$ cat config.mk
export PLATFORM = sky130hd
export DESIGN_NAME = rc4_key_search
export DESIGN_NICKNAME = d
export VERILOG_FILES = /design/src/rtl/rc4_key_search.sv
export SDC_FILE = /design/constraint.sdc
export NUM_CORES = 1
export LEC_CHECK = 0
export ABC_AREA = 1
export CAP_MARGIN = 20
export CORE_MARGIN = 3
export CORE_UTILIZATION = 56
export CTS_CLUSTER_DIAMETER = 60
export DETAILED_ROUTE_END_ITERATION = 8
export PLACE_DENSITY = 0.85
export SYNTH_ARGS = -nofsm -noshare
export SYNTH_HDL_FRONTEND = slang
export SYNTH_SLANG_ARGS = --single-unit
$ cat constraint.sdc
create_clock -name clk -period 8.5 [get_ports clk]
set_input_delay 1.275 -clock clk [delete_from_list [all_inputs] [get_ports clk]]
set_output_delay 1.275 -clock clk [all_outputs]
set_load 0.02 [all_outputs]
$ cat src/rtl/rc4_key_search.sv
// rc4_key_search: brute-force RC4 key search over the inclusive range key_lo..key_hi.
// For each candidate key the S box in the external S RAM is initialised and scheduled
// (KSA), then MSG_LEN bytes of ciphertext are decrypted into the plaintext RAM (PRGA).
// Every RAM/ROM read returns data one cycle after its address is presented.
// Optional feature: define RC4_KS_ASCII_CHECK_EN to accept only keys whose plaintext
// consists of lowercase letters and spaces, aborting a candidate at its first bad byte.
// Without it every byte passes, so key_lo is reported after one full decrypt.
module rc4_key_search #(
    parameter int KEY_BYTES = 3,
    parameter int MSG_LEN   = 32
) (
    input  logic                   clk,
    input  logic                   reset,
    input  logic                   start,
    input  logic [8*KEY_BYTES-1:0] key_lo,
    input  logic [8*KEY_BYTES-1:0] key_hi,
    output logic [7:0]             s_addr,
    output logic [7:0]             s_wdata,
    output logic                   s_wren,
    input  logic [7:0]             s_rdata,
    output logic [7:0]             e_addr,
    input  logic [7:0]             e_rdata,
    output logic [7:0]             d_addr,
    output logic [7:0]             d_wdata,
    output logic                   d_wren,
    output logic                   busy,
    output logic                   done,
    output logic                   found,
    output logic [8*KEY_BYTES-1:0] key_out
);
    localparam int         KW      = 8 * KEY_BYTES;
    localparam logic [7:0] LAST_K  = 8'(MSG_LEN - 1);
    localparam logic [2:0] LAST_KB = 3'(KEY_BYTES - 1);

    localparam logic [2:0] IDLE   = 3'd0;
    localparam logic [2:0] INIT   = 3'd1;
    localparam logic [2:0] KSA    = 3'd2;
    localparam logic [2:0] PRGA   = 3'd3;
    localparam logic [2:0] CHECK  = 3'd4;
    localparam logic [2:0] NEXT   = 3'd5;
    localparam logic [2:0] FINISH = 3'd6;

    logic [2:0]    state_q, state_d;
    logic [2:0]    step_q, step_d;     // micro-step inside one KSA/PRGA iteration
    logic [7:0]    i_q, i_d;
    logic [7:0]    j_q, j_d;
    logic [7:0]    k_q, k_d;           // message byte index
    logic [2:0]    kb_q, kb_d;         // i mod KEY_BYTES, tracked without a divider
    logic [7:0]    si_q, si_d;         // S[i] captured before the swap
    logic [7:0]    sj_q, sj_d;         // S[j] captured before the swap
    logic          byte_ok_q, byte_ok_d;
    logic          found_q, found_d;
    logic [KW-1:0] key_q, key_d;
    logic [KW-1:0] key_hi_q, key_hi_d; // range end captured at start

    logic [7:0]    key_byte;
    logic [7:0]    j_sum;
    logic [7:0]    i_inc;
    logic [7:0]    pt_byte;

    assign i_inc   = i_q + 8'd1;
    assign pt_byte = s_rdata ^ e_rdata;

    assign busy    = (state_q != IDLE) && (state_q != FINISH);
    assign done    = (state_q == FINISH);
    assign found   = found_q;
    assign key_out = key_q;

    // Select key byte (i mod KEY_BYTES), byte 0 being the most significant.
    always_comb begin
        key_byte = 8'd0;
        for (int b = 0; b < KEY_BYTES; b++) begin
            if (kb_q == 3'(b)) key_byte = key_q[8*(KEY_BYTES-1-b) +: 8];
        end
    end

    // Next-state and memory-port decode for the search FSM.
    always_comb begin
        // NOTE: every signal gets a default here so no path can infer a latch.
        state_d   = state_q;
        step_d    = step_q;
        i_d       = i_q;
        j_d       = j_q;
        k_d       = k_q;
        kb_d      = kb_q;
        si_d      = si_q;
        sj_d      = sj_q;
        byte_ok_d = byte_ok_q;
        found_d   = found_q;
        key_d     = key_q;
        key_hi_d  = key_hi_q;
        j_sum     = 8'd0;
        s_addr    = 8'd0;
        s_wdata   = 8'd0;
        s_wren    = 1'b0;
        e_addr    = 8'd0;
        d_addr    = 8'd0;
        d_wdata   = 8'd0;
        d_wren    = 1'b0;

        case (state_q)
            IDLE: begin
                if (start) begin
                    key_d    = key_lo;
                    key_hi_d = key_hi;
                    found_d  = 1'b0;
                    i_d      = 8'd0;
                    j_d      = 8'd0;
                    k_d      = 8'd0;
                    kb_d     = 3'd0;
                    step_d   = 3'd0;
                    state_d  = (key_lo > key_hi) ? FINISH : INIT;
                end
            end

            INIT: begin
                s_addr  = i_q;
                s_wdata = i_q;
                s_wren  = 1'b1;
                i_d     = i_inc;
                if (i_q == 8'hFF) begin
                    j_d     = 8'd0;
                    kb_d    = 3'd0;
                    step_d  = 3'd0;
                    state_d = KSA;
                end
            end

            KSA: begin
                case (step_q)
                    3'd0: begin
                        s_addr = i_q;
                        step_d = 3'd1;
                    end
                    3'd1: begin
                        si_d   = s_rdata;
                        j_sum  = j_q + s_rdata + key_byte;
                        j_d    = j_sum;
                        s_addr = j_sum;
                        step_d = 3'd2;
                    end
                    3'd2: begin
                        s_addr  = i_q;
                        s_wdata = s_rdata;
                        s_wren  = 1'b1;
                        step_d  = 3'd3;
                    end
                    default: begin
                        s_addr  = j_q;
                        s_wdata = si_q;
                        s_wren  = 1'b1;
                        i_d     = i_inc;
                        kb_d    = (kb_q == LAST_KB) ? 3'd0 : kb_q + 3'd1;
                        step_d  = 3'd0;
                        if (i_q == 8'hFF) begin
                            j_d     = 8'd0;
                            k_d     = 8'd0;
                            state_d = PRGA;
                        end
                    end
                endcase
            end

            PRGA: begin
                case (step_q)
                    3'd0: begin
                        i_d    = i_inc;
                        s_addr = i_inc;
                        step_d = 3'd1;
                    end
                    3'd1: begin
                        si_d   = s_rdata;
                        j_sum  = j_q + s_rdata;
                        j_d    = j_sum;
                        s_addr = j_sum;
                        step_d = 3'd2;
                    end
                    3'd2: begin
                        sj_d    = s_rdata;
                        s_addr  = i_q;
                        s_wdata = s_rdata;
                        s_wren  = 1'b1;
                        step_d  = 3'd3;
                    end
                    3'd3: begin
                        s_addr  = j_q;
                        s_wdata = si_q;
                        s_wren  = 1'b1;
                        step_d  = 3'd4;
                    end
                    3'd4: begin
                        // Swap leaves S[i]+S[j] unchanged, so the saved values index f.
                        s_addr = si_q + sj_q;
                        e_addr = k_q;
                        step_d = 3'd5;
                    end
                    default: begin
                        d_addr  = k_q;
                        d_wdata = pt_byte;
                        d_wren  = 1'b1;
`ifdef RC4_KS_ASCII_CHECK_EN
                        byte_ok_d = ((pt_byte >= 8'h61) && (pt_byte <= 8'h7A)) ||
                                    (pt_byte == 8'h20);
`else
                        byte_ok_d = 1'b1;
`endif
                        step_d  = 3'd0;
                        state_d = CHECK;
                    end
                endcase
            end

            CHECK: begin
                if (!byte_ok_q) begin
                    state_d = NEXT;
                end else if (k_q == LAST_K) begin
                    found_d = 1'b1;
                    state_d = FINISH;
                end else begin
                    k_d     = k_q + 8'd1;
                    state_d = PRGA;
                end
            end

            NEXT: begin
                if ((key_q == key_hi_q) || (key_q == '1)) begin
                    state_d = FINISH;
                end else begin
                    key_d   = key_q + KW'(1);
                    i_d     = 8'd0;
                    state_d = INIT;
                end
            end

            FINISH: begin
                state_d = IDLE;
            end

            default: begin
                state_d = IDLE;
            end
        endcase

        // A reset cycle must not commit a write that was already being driven.
        if (reset) begin
            s_addr  = 8'd0;
            s_wdata = 8'd0;
            s_wren  = 1'b0;
            e_addr  = 8'd0;
            d_addr  = 8'd0;
            d_wdata = 8'd0;
            d_wren  = 1'b0;
        end
    end

    // State registers with synchronous active-high reset.
    always_ff @(posedge clk) begin
        // NOTE: non-blocking assignments so every flop samples pre-edge values.
        if (reset) begin
            state_q   <= IDLE;
            step_q    <= 3'd0;
            i_q       <= 8'd0;
            j_q       <= 8'd0;
            k_q       <= 8'd0;
            kb_q      <= 3'd0;
            si_q      <= 8'd0;
            sj_q      <= 8'd0;
            byte_ok_q <= 1'b0;
            found_q   <= 1'b0;
            key_q     <= '0;
            key_hi_q  <= '0;
        end else begin
            state_q   <= state_d;
            step_q    <= step_d;
            i_q       <= i_d;
            j_q       <= j_d;
            k_q       <= k_d;
            kb_q      <= kb_d;
            si_q      <= si_d;
            sj_q      <= sj_d;
            byte_ok_q <= byte_ok_d;
            found_q   <= found_d;
            key_q     <= key_d;
            key_hi_q  <= key_hi_d;
        end
    end

endmodule

==> out/metrics.cfg, run 1 <==
[placed_design]
port_buffers=135
dp_slack_ns=2.22
dp.cells=1542
dp_hpwl_mm=20.9
placed_area_mm2=0.00952
gp_congestion=1.00

[worst_setup_path]
cp.depth=18
crit_type=in -> out
crit_fanout=5
cp.buffers_inverters=4
r2r_cells=8
arrival_ns=5.07
reg2reg_to=key_out[12]$_SDFFE_PP0P_
critPathLaunch=s_rdata[0]
required_ns=7.22
path_cells=clkdlybuf4s50_1 > ha_1 > fa_1 > nand3_1 > nand2_1 > xnor2_1 > inv_1 > ha_1 > nand2_1 > inv_1 > nand4_1 > nand3_1 > a21oi_1 > o21ai_0 > o211ai_1 > a21oi_1 > a21oi_1 > clkdlybuf4s50_1
crit_family=buffers and inverters
rrSetupSlack_ns=4.82
slowest_delay_ns=0.64
critical_path.most_common_cell=a21oi_1
start_kind=input port
r2r_start=state_q[1]$_SDFFE_PP0P_
endpoint_kind=output pin
slowest_stage=clkdlybuf4s50_1
crit_path_end=s_addr[6]

[power]
swShare=0.495
p_sw_uw=1170
pwr-share-clk=0.173
internal_power_uw=1200
p_comb_frac=0.521
power.density_mw_per_mm2=242
sequentialPowerShare=0.306
ir_drop_mv=0.139
leakage_uw=0.00421

[logic_synthesis]
syn_area_mm2=0.00816
synth_area_leaders=dfxtp_1, nand2_1, a21oi_1
synth_async_sr_flop_share=0
synth-seq-area-share=0.243
synth-edff-count=0
avgSynthCellArea_um2=6.41
synthCells=1273
synth_top_cell_by_area=dfxtp_1
synth-warning-count=0
synth_seq_cells=99
syn-num-nets=1391
synth_top_area_frac=0.243
synth_top_flop_cell=dfxtp_1
synth_cell_types=58

[clock_tree]
cts.htree.levels=3
numClockSinks=99
numCtsBuffers=9
post_cts.repair.setup_buffers=0
clkLatencyLatePin_ns=0.36
path_clk_slew_ns=0.08
cts-root-buf=clkbuf_16
cts_max_path_buffers=2
holdBufCountCts=0
cts_tree=done
post_cts_resized=0

[grt]
antenna_found_initial=0
grt_max_degree=61
grtUsageTotal=0.334
grt_pass1_vias=8265
grt-ovfl-total=0
grt_pass1_wl_mm=43.2

[route]
drt_iter0_markers=1084
avgRoutedWirePerCell_um=17.8
first_pass_iters=6
ant_nets=0
routed_wl_mm=27.7
vias_per_cell=5.92
via_count=9212
drc_errors=0

[run]
cap_violations=0

[die]
die-area_mm2=0.0160
die_w_um=127
fp-row-count=43
die_y_um=127
io_pins=136
initial_utilization=0.581
core_mm2=0.0140

[sta]
post-route-period-util=0.746
finClkSkew_ns=0.0136
fin_setup_tns_ns=0
postLayoutSetupSlackWorst_ns=2.16
post-route-min-period_ns=6.34
worstMarginPinSlew_ns=1.13
holdWs_ns=0.472
slew_viol_final=0
fmax_ghz=0.158
hold_violations=0
finalSetupViolations=0
rsz0062_at_grt=false
relSlewSlack=0.247

[min_path]
worstHoldPathCells=2
hold_path_class=reg -> reg

[finish]
fin_area_mm2=0.00980
drive_gt1_frac=0.0617
area_growth_pct=20.2
multi_input_area_mm2=0.00533
final_nets=1491
diodes=0
seq_area_mm2=0.00198
fillers=1255
final_cells=1557

[outcome]
status=complete, no violations

## worst register-to-register path, delay by kind of cell (launching register included)
| kind | cells | cell delay (ns) |
|---|---|---|
| AO/OA/AOI/OAI | 2 | 0.38 |
| buffers and inverters | 2 | 0.57 |
| flip-flops | 1 | 0.43 |
| AND/OR/NAND/NOR | 4 | 2.20 |
## sequential cells by signal, summed over array words and instances (netlist names)
name / count
found: 1
i_q: 8
si_q: 8
state_q: 3
kb_q: 3
key_out: 24
key_hi_q: 24
j_q: 8
byte_ok_q: 1
step_q: 3
k_q: 8
sj_q: 8
## stage by stage
step	total power, µW	utilization
global placement	1920	0.678
global route	2510	0.698
finish	2370	0.698
CTS	2340	0.698
floorplan	1550	-
detailed placement	1930	0.678
## cells in the final DEF, fill, tap and decap left out, types with 4 or more instances in the layout
cell type        instances
xor2_1                  26
dfxtp_1                 99
xnor2_1                 30
or2_2                    4
o21ai_0                 65
nand4_1                 25
o211ai_1                10
a31oi_1                  4
inv_2                   25
ha_1                    48
o221ai_1                 9
nand2_1                269
inv_1                  133
nand3b_1                 7
a21oi_1                130
clkbuf_16                9
nor3_1                  31
nor2_2                   9
clkdlybuf4s50_1        134
o21ai_1                 26
nand2_4                  5
buf_4                    4
nand3_1                 87
a22o_1                   5
nor2_1                 115
a22oi_1                  7
o22ai_1                  8
nor2_4                   4
## power groups by stage
stage | clock network, µW | logic, µW | registers, µW
2_1_floorplan | 0 | 855 | 692
4_1_cts | 413 | 1210 | 718
3_5_place_dp | 0 | 1200 | 729
5_1_grt | 430 | 1350 | 737
6_report | 410 | 1240 | 726
3_3_place_gp | 0 | 1190 | 726
## Yosys cell counts, types with 5 or more instances
master and count:
inv_1 133, o21ai_0 65, nor3_1 31, ha_1 48, o22ai_1 8, nand3b_1 7
dfxtp_1 99, xnor2_1 30, o211ai_1 10, clkbuf_1 23, nand3_1 87, nand2_4 5
a21oi_1 130, buf_2 19, nand4_1 25, a22oi_1 7, a22o_1 5, inv_2 25
nor2_1 115, nor2_2 9, xor2_1 26, nand2_1 269, o21ai_1 26, o221ai_1 9
## how the worst min path moves through the flow
| stage | start | to |
|---|---|---|
| floorplan | sj_q[0]$_SDFFE_PP0P_ | sj_q[0]$_SDFFE_PP0P_ |
| global placement | sj_q[3]$_SDFFE_PP0P_ | sj_q[3]$_SDFFE_PP0P_ |
| detailed placement | sj_q[5]$_SDFFE_PP0P_ | sj_q[5]$_SDFFE_PP0P_ |
| CTS | sj_q[5]$_SDFFE_PP0P_ | sj_q[5]$_SDFFE_PP0P_ |
| global route | sj_q[6]$_SDFFE_PP0P_ | sj_q[6]$_SDFFE_PP0P_ |
| finish | sj_q[5]$_SDFFE_PP0P_ | sj_q[5]$_SDFFE_PP0P_ |
## metal layers
metal,routed length (µm),GRT usage
met1,11900,0.486
met2,11700,0.489
met3,3550,0.0792
met4,554,0.0984
met5,0,0
## layout make-up
| cell class | instances | area share |
|---|---|---|
| flip-flops and latches | 99 | 0.202 |
| inverters | 161 | 0.0620 |
| clock buffers | 9 | 0.0230 |
| clock inverters | 6 | 0.00562 |
| multi-input cells | 963 | 0.544 |
| well taps | 180 | 0.0230 |
| repair buffers | 139 | 0.140 |
## cell families (layout without fill, tap and decap cells)
logic type | Yosys count | in the layout | synth area share
xor+xnor | 56 | 56 | 0.0601
compound gates | 283 | 283 | 0.196
mux | 2 | 2 | 0.00245
buf+inv | 211 | 315 | 0.103
fa+ha+maj | 51 | 51 | 0.0810
simple gates | 571 | 571 | 0.314
flops | 99 | 99 | 0.243
Power figures use the tool's default switching activity.
==> run 2: changes to the inputs <==
CORE_UTILIZATION = 55   (was 56)
PLACE_DENSITY = 0.84   (was 0.85)
clock period = 6.5 ns   (was 8.5 ns; I/O delays follow)
==> run 2 against run 1 <==
  * Largest cell class unchanged
  * Register-to-register slack lost 1.8 ns
  * Combinational power grew 29%
  * Critical endpoint is now s_addr[5]
  * Die area grew 1.7%
==> out/metrics.cfg, run 2 (synthesis results as in run 1) <==
[worst_setup_path]
critical_path.most_common_cell=a21oi_1  ; unchanged
crit_fanout=5  ; unchanged
slowest_stage=clkdlybuf4s50_1  ; unchanged
required_ns=5.52  ; was 7.22 ns
cp.buffers_inverters=4  ; unchanged
arrival_ns=4.73  ; was 5.07 ns
rrSetupSlack_ns=2.99  ; was 4.82 ns
endpoint_kind=output pin  ; unchanged
r2r_cells=8  ; unchanged
crit_type=in -> out  ; unchanged
reg2reg_to=key_out[7]$_SDFFE_PP0P_  ; was key_out[12]$_SDFFE_PP0P_
crit_family=buffers and inverters  ; unchanged
start_kind=input port  ; unchanged
r2r_start=state_q[1]$_SDFFE_PP0P_  ; unchanged
slowest_delay_ns=0.63  ; was 0.64 ns
path_cells=clkdlybuf4s50_1 > ha_1 > fa_1 > nand3_1 > nand2_1 > xnor2_1 > inv_1 > ha_1 > a21oi_1 > inv_1 > a21oi_1 > nor2_1 > nor2_1 > nand2_1 > o211ai_1 > a21oi_1 > a21oi_1 > clkdlybuf4s50_1  ; was clkdlybuf4s50_1 > ha_1 > fa_1 > nand3_1 > nand2_1 > xnor2_1 > inv_1 > ha_1 > nand2_1 > inv_1 > nand4_1 > nand3_1 > a21oi_1 > o21ai_0 > o211ai_1 > a21oi_1 > a21oi_1 > clkdlybuf4s50_1

[sta]
worstMarginPinSlew_ns=1.01  ; was 1.13 ns
rsz0062_at_grt=false  ; unchanged
holdWs_ns=0.475  ; was 0.472 ns
finalSetupViolations=0  ; unchanged
post-route-min-period_ns=5.70
relSlewSlack=0.322  ; was 0.247
fmax_ghz=0.175
slew_viol_final=0  ; unchanged
finClkSkew_ns=0.00635  ; was 0.0136 ns
fin_setup_tns_ns=0  ; unchanged
post-route-period-util=0.877
hold_violations=0  ; unchanged

[min_path]
worstHoldPathCells=2  ; unchanged
holdPathEnd=key_hi_q[20]$_SDFFE_PP0P_  ; was sj_q[5]$_SDFFE_PP0P_
worstHoldStart=key_hi_q[20]$_SDFFE_PP0P_  ; was sj_q[5]$_SDFFE_PP0P_
hold_path_class=reg -> reg  ; unchanged

[route]
drc_errors=0  ; unchanged
drt_iter0_markers=964  ; was 1,084
vias_per_cell=5.89  ; was 5.92
first_pass_iters=9  ; was 6
avgRoutedWirePerCell_um=17.7  ; was 17.8 µm
routed_wl_mm=27.5  ; was 27.7 mm
ant_nets=0  ; unchanged
via_count=9176  ; was 9,212

[clock_tree]
path_clk_slew_ns=0.07  ; was 0.08 ns
clkLatencyLatePin_ns=0.36  ; about the same
cts.htree.levels=3  ; unchanged
holdBufCountCts=0  ; unchanged
post_cts_resized=0  ; unchanged
numClockSinks=99  ; unchanged
post_cts.repair.setup_buffers=0  ; unchanged
cts-root-buf=clkbuf_16  ; unchanged
cts_tree=done  ; unchanged
cts_max_path_buffers=2  ; unchanged
numCtsBuffers=9  ; unchanged

[finish]
area_growth_pct=20.7  ; was 20.2%
final_common_cell=nand2_1  ; unchanged
final_nets=1491  ; unchanged
final_cell_mix=nand2_1, clkdlybuf4s50_1, inv_1  ; unchanged
drive_gt1_frac=0.0617  ; about the same
diodes=0  ; unchanged
fin_area_mm2=0.00985  ; was 0.00980 mm²

[die]
core_mm2=0.0142  ; was 0.0140 mm²
die-area_mm2=0.0163  ; was 0.0160 mm²
initial_utilization=0.574  ; was 0.581
fp-row-count=43  ; unchanged
io_pins=136  ; unchanged
die_w_um=128  ; was 127 µm
die_y_um=128  ; was 127 µm

[grt]
grt-ovfl-total=0  ; unchanged
grtUsageTotal=0.332  ; was 0.334
grt_pass1_wl_mm=43.6  ; was 43.2 mm
grt_max_degree=40  ; was 61
grt_pass1_vias=8248  ; was 8,265
antenna_found_initial=0  ; unchanged

[outcome]
status=complete, no violations  ; unchanged

[placed_design]
gp_congestion=1.01  ; was 1.00
placed_area_mm2=0.00952  ; about the same
port_buffers=135  ; unchanged
dp_hpwl_mm=21.0  ; was 20.9 mm

[power]
ir_drop_mv=0.208  ; was 0.139 mV
leakage_uw=0.00423  ; was 0.00421 µW
power.density_mw_per_mm2=316  ; was 242 mW/mm²

[run]
cap_violations=0  ; unchanged

-- run 2: worst max-delay path by stage --
| stage | from | to | slack [ns] | cells after the start |
|---|---|---|---|---|
| after global placement | s_rdata[0] | s_addr[5] | 0.95 | 18 |
| after CTS | s_rdata[0] | s_addr[5] | 0.87 | 18 |
| after detailed placement | s_rdata[0] | s_addr[5] | 0.89 | 18 |
| after floorplan | s_rdata[0] | s_addr[5] | 2.19 | 16 |
| final | s_rdata[0] | s_addr[5] | 0.80 | 18 |
| after global routing | s_rdata[1] | s_addr[6] | 0.57 | 19 |
-- run 2: area by class of cell --
class,instances,area [µm²]
multi-input combinational,963,5330
fill,1289,4360
clock inverter,5,60.1
inverter,161,608
tap,180,225
timing repair buffer,139,1400
sequential,99,1980
clock buffer,11,243
-- run 2: layer usage --
metal,GRT usage,vias up,share of wire
li1,-,4449,-
met1,0.481,4245,0.44
met3,0.0758,23,0.11
met5,0,-,0
met2,0.504,459,0.43
met4,0.0712,0,0.011
-- run 2: stage by stage --
stage	cells	power (µW)	util	setup WS, ns
6_report	1558	3110	0.693	0.797
5_1_grt	1558	3310	0.693	0.575
4_1_cts	1557	3080	0.691	0.867
3_5_place_dp	1541	2500	0.670	0.889
3_3_place_gp	1541	2490	0.670	0.951
2_1_floorplan	1273	2020	-	2.19
-- run 2: worst register-to-register path: cells and delay by family, from the launching register on --
kind	cells	cell delay, ns
AND/OR/NAND/NOR	4	2.02
buffers and inverters	2	0.58
flip-flops	1	0.42
AO/OA/AOI/OAI	2	0.36
-- run 2: power by group --
group	switching (µW)	total (µW)	internal (µW)	leakage [µW]
logic	1030	1600	572	0.00327
registers	212	939	728	0.000809
clock network	263	575	311	0.000146
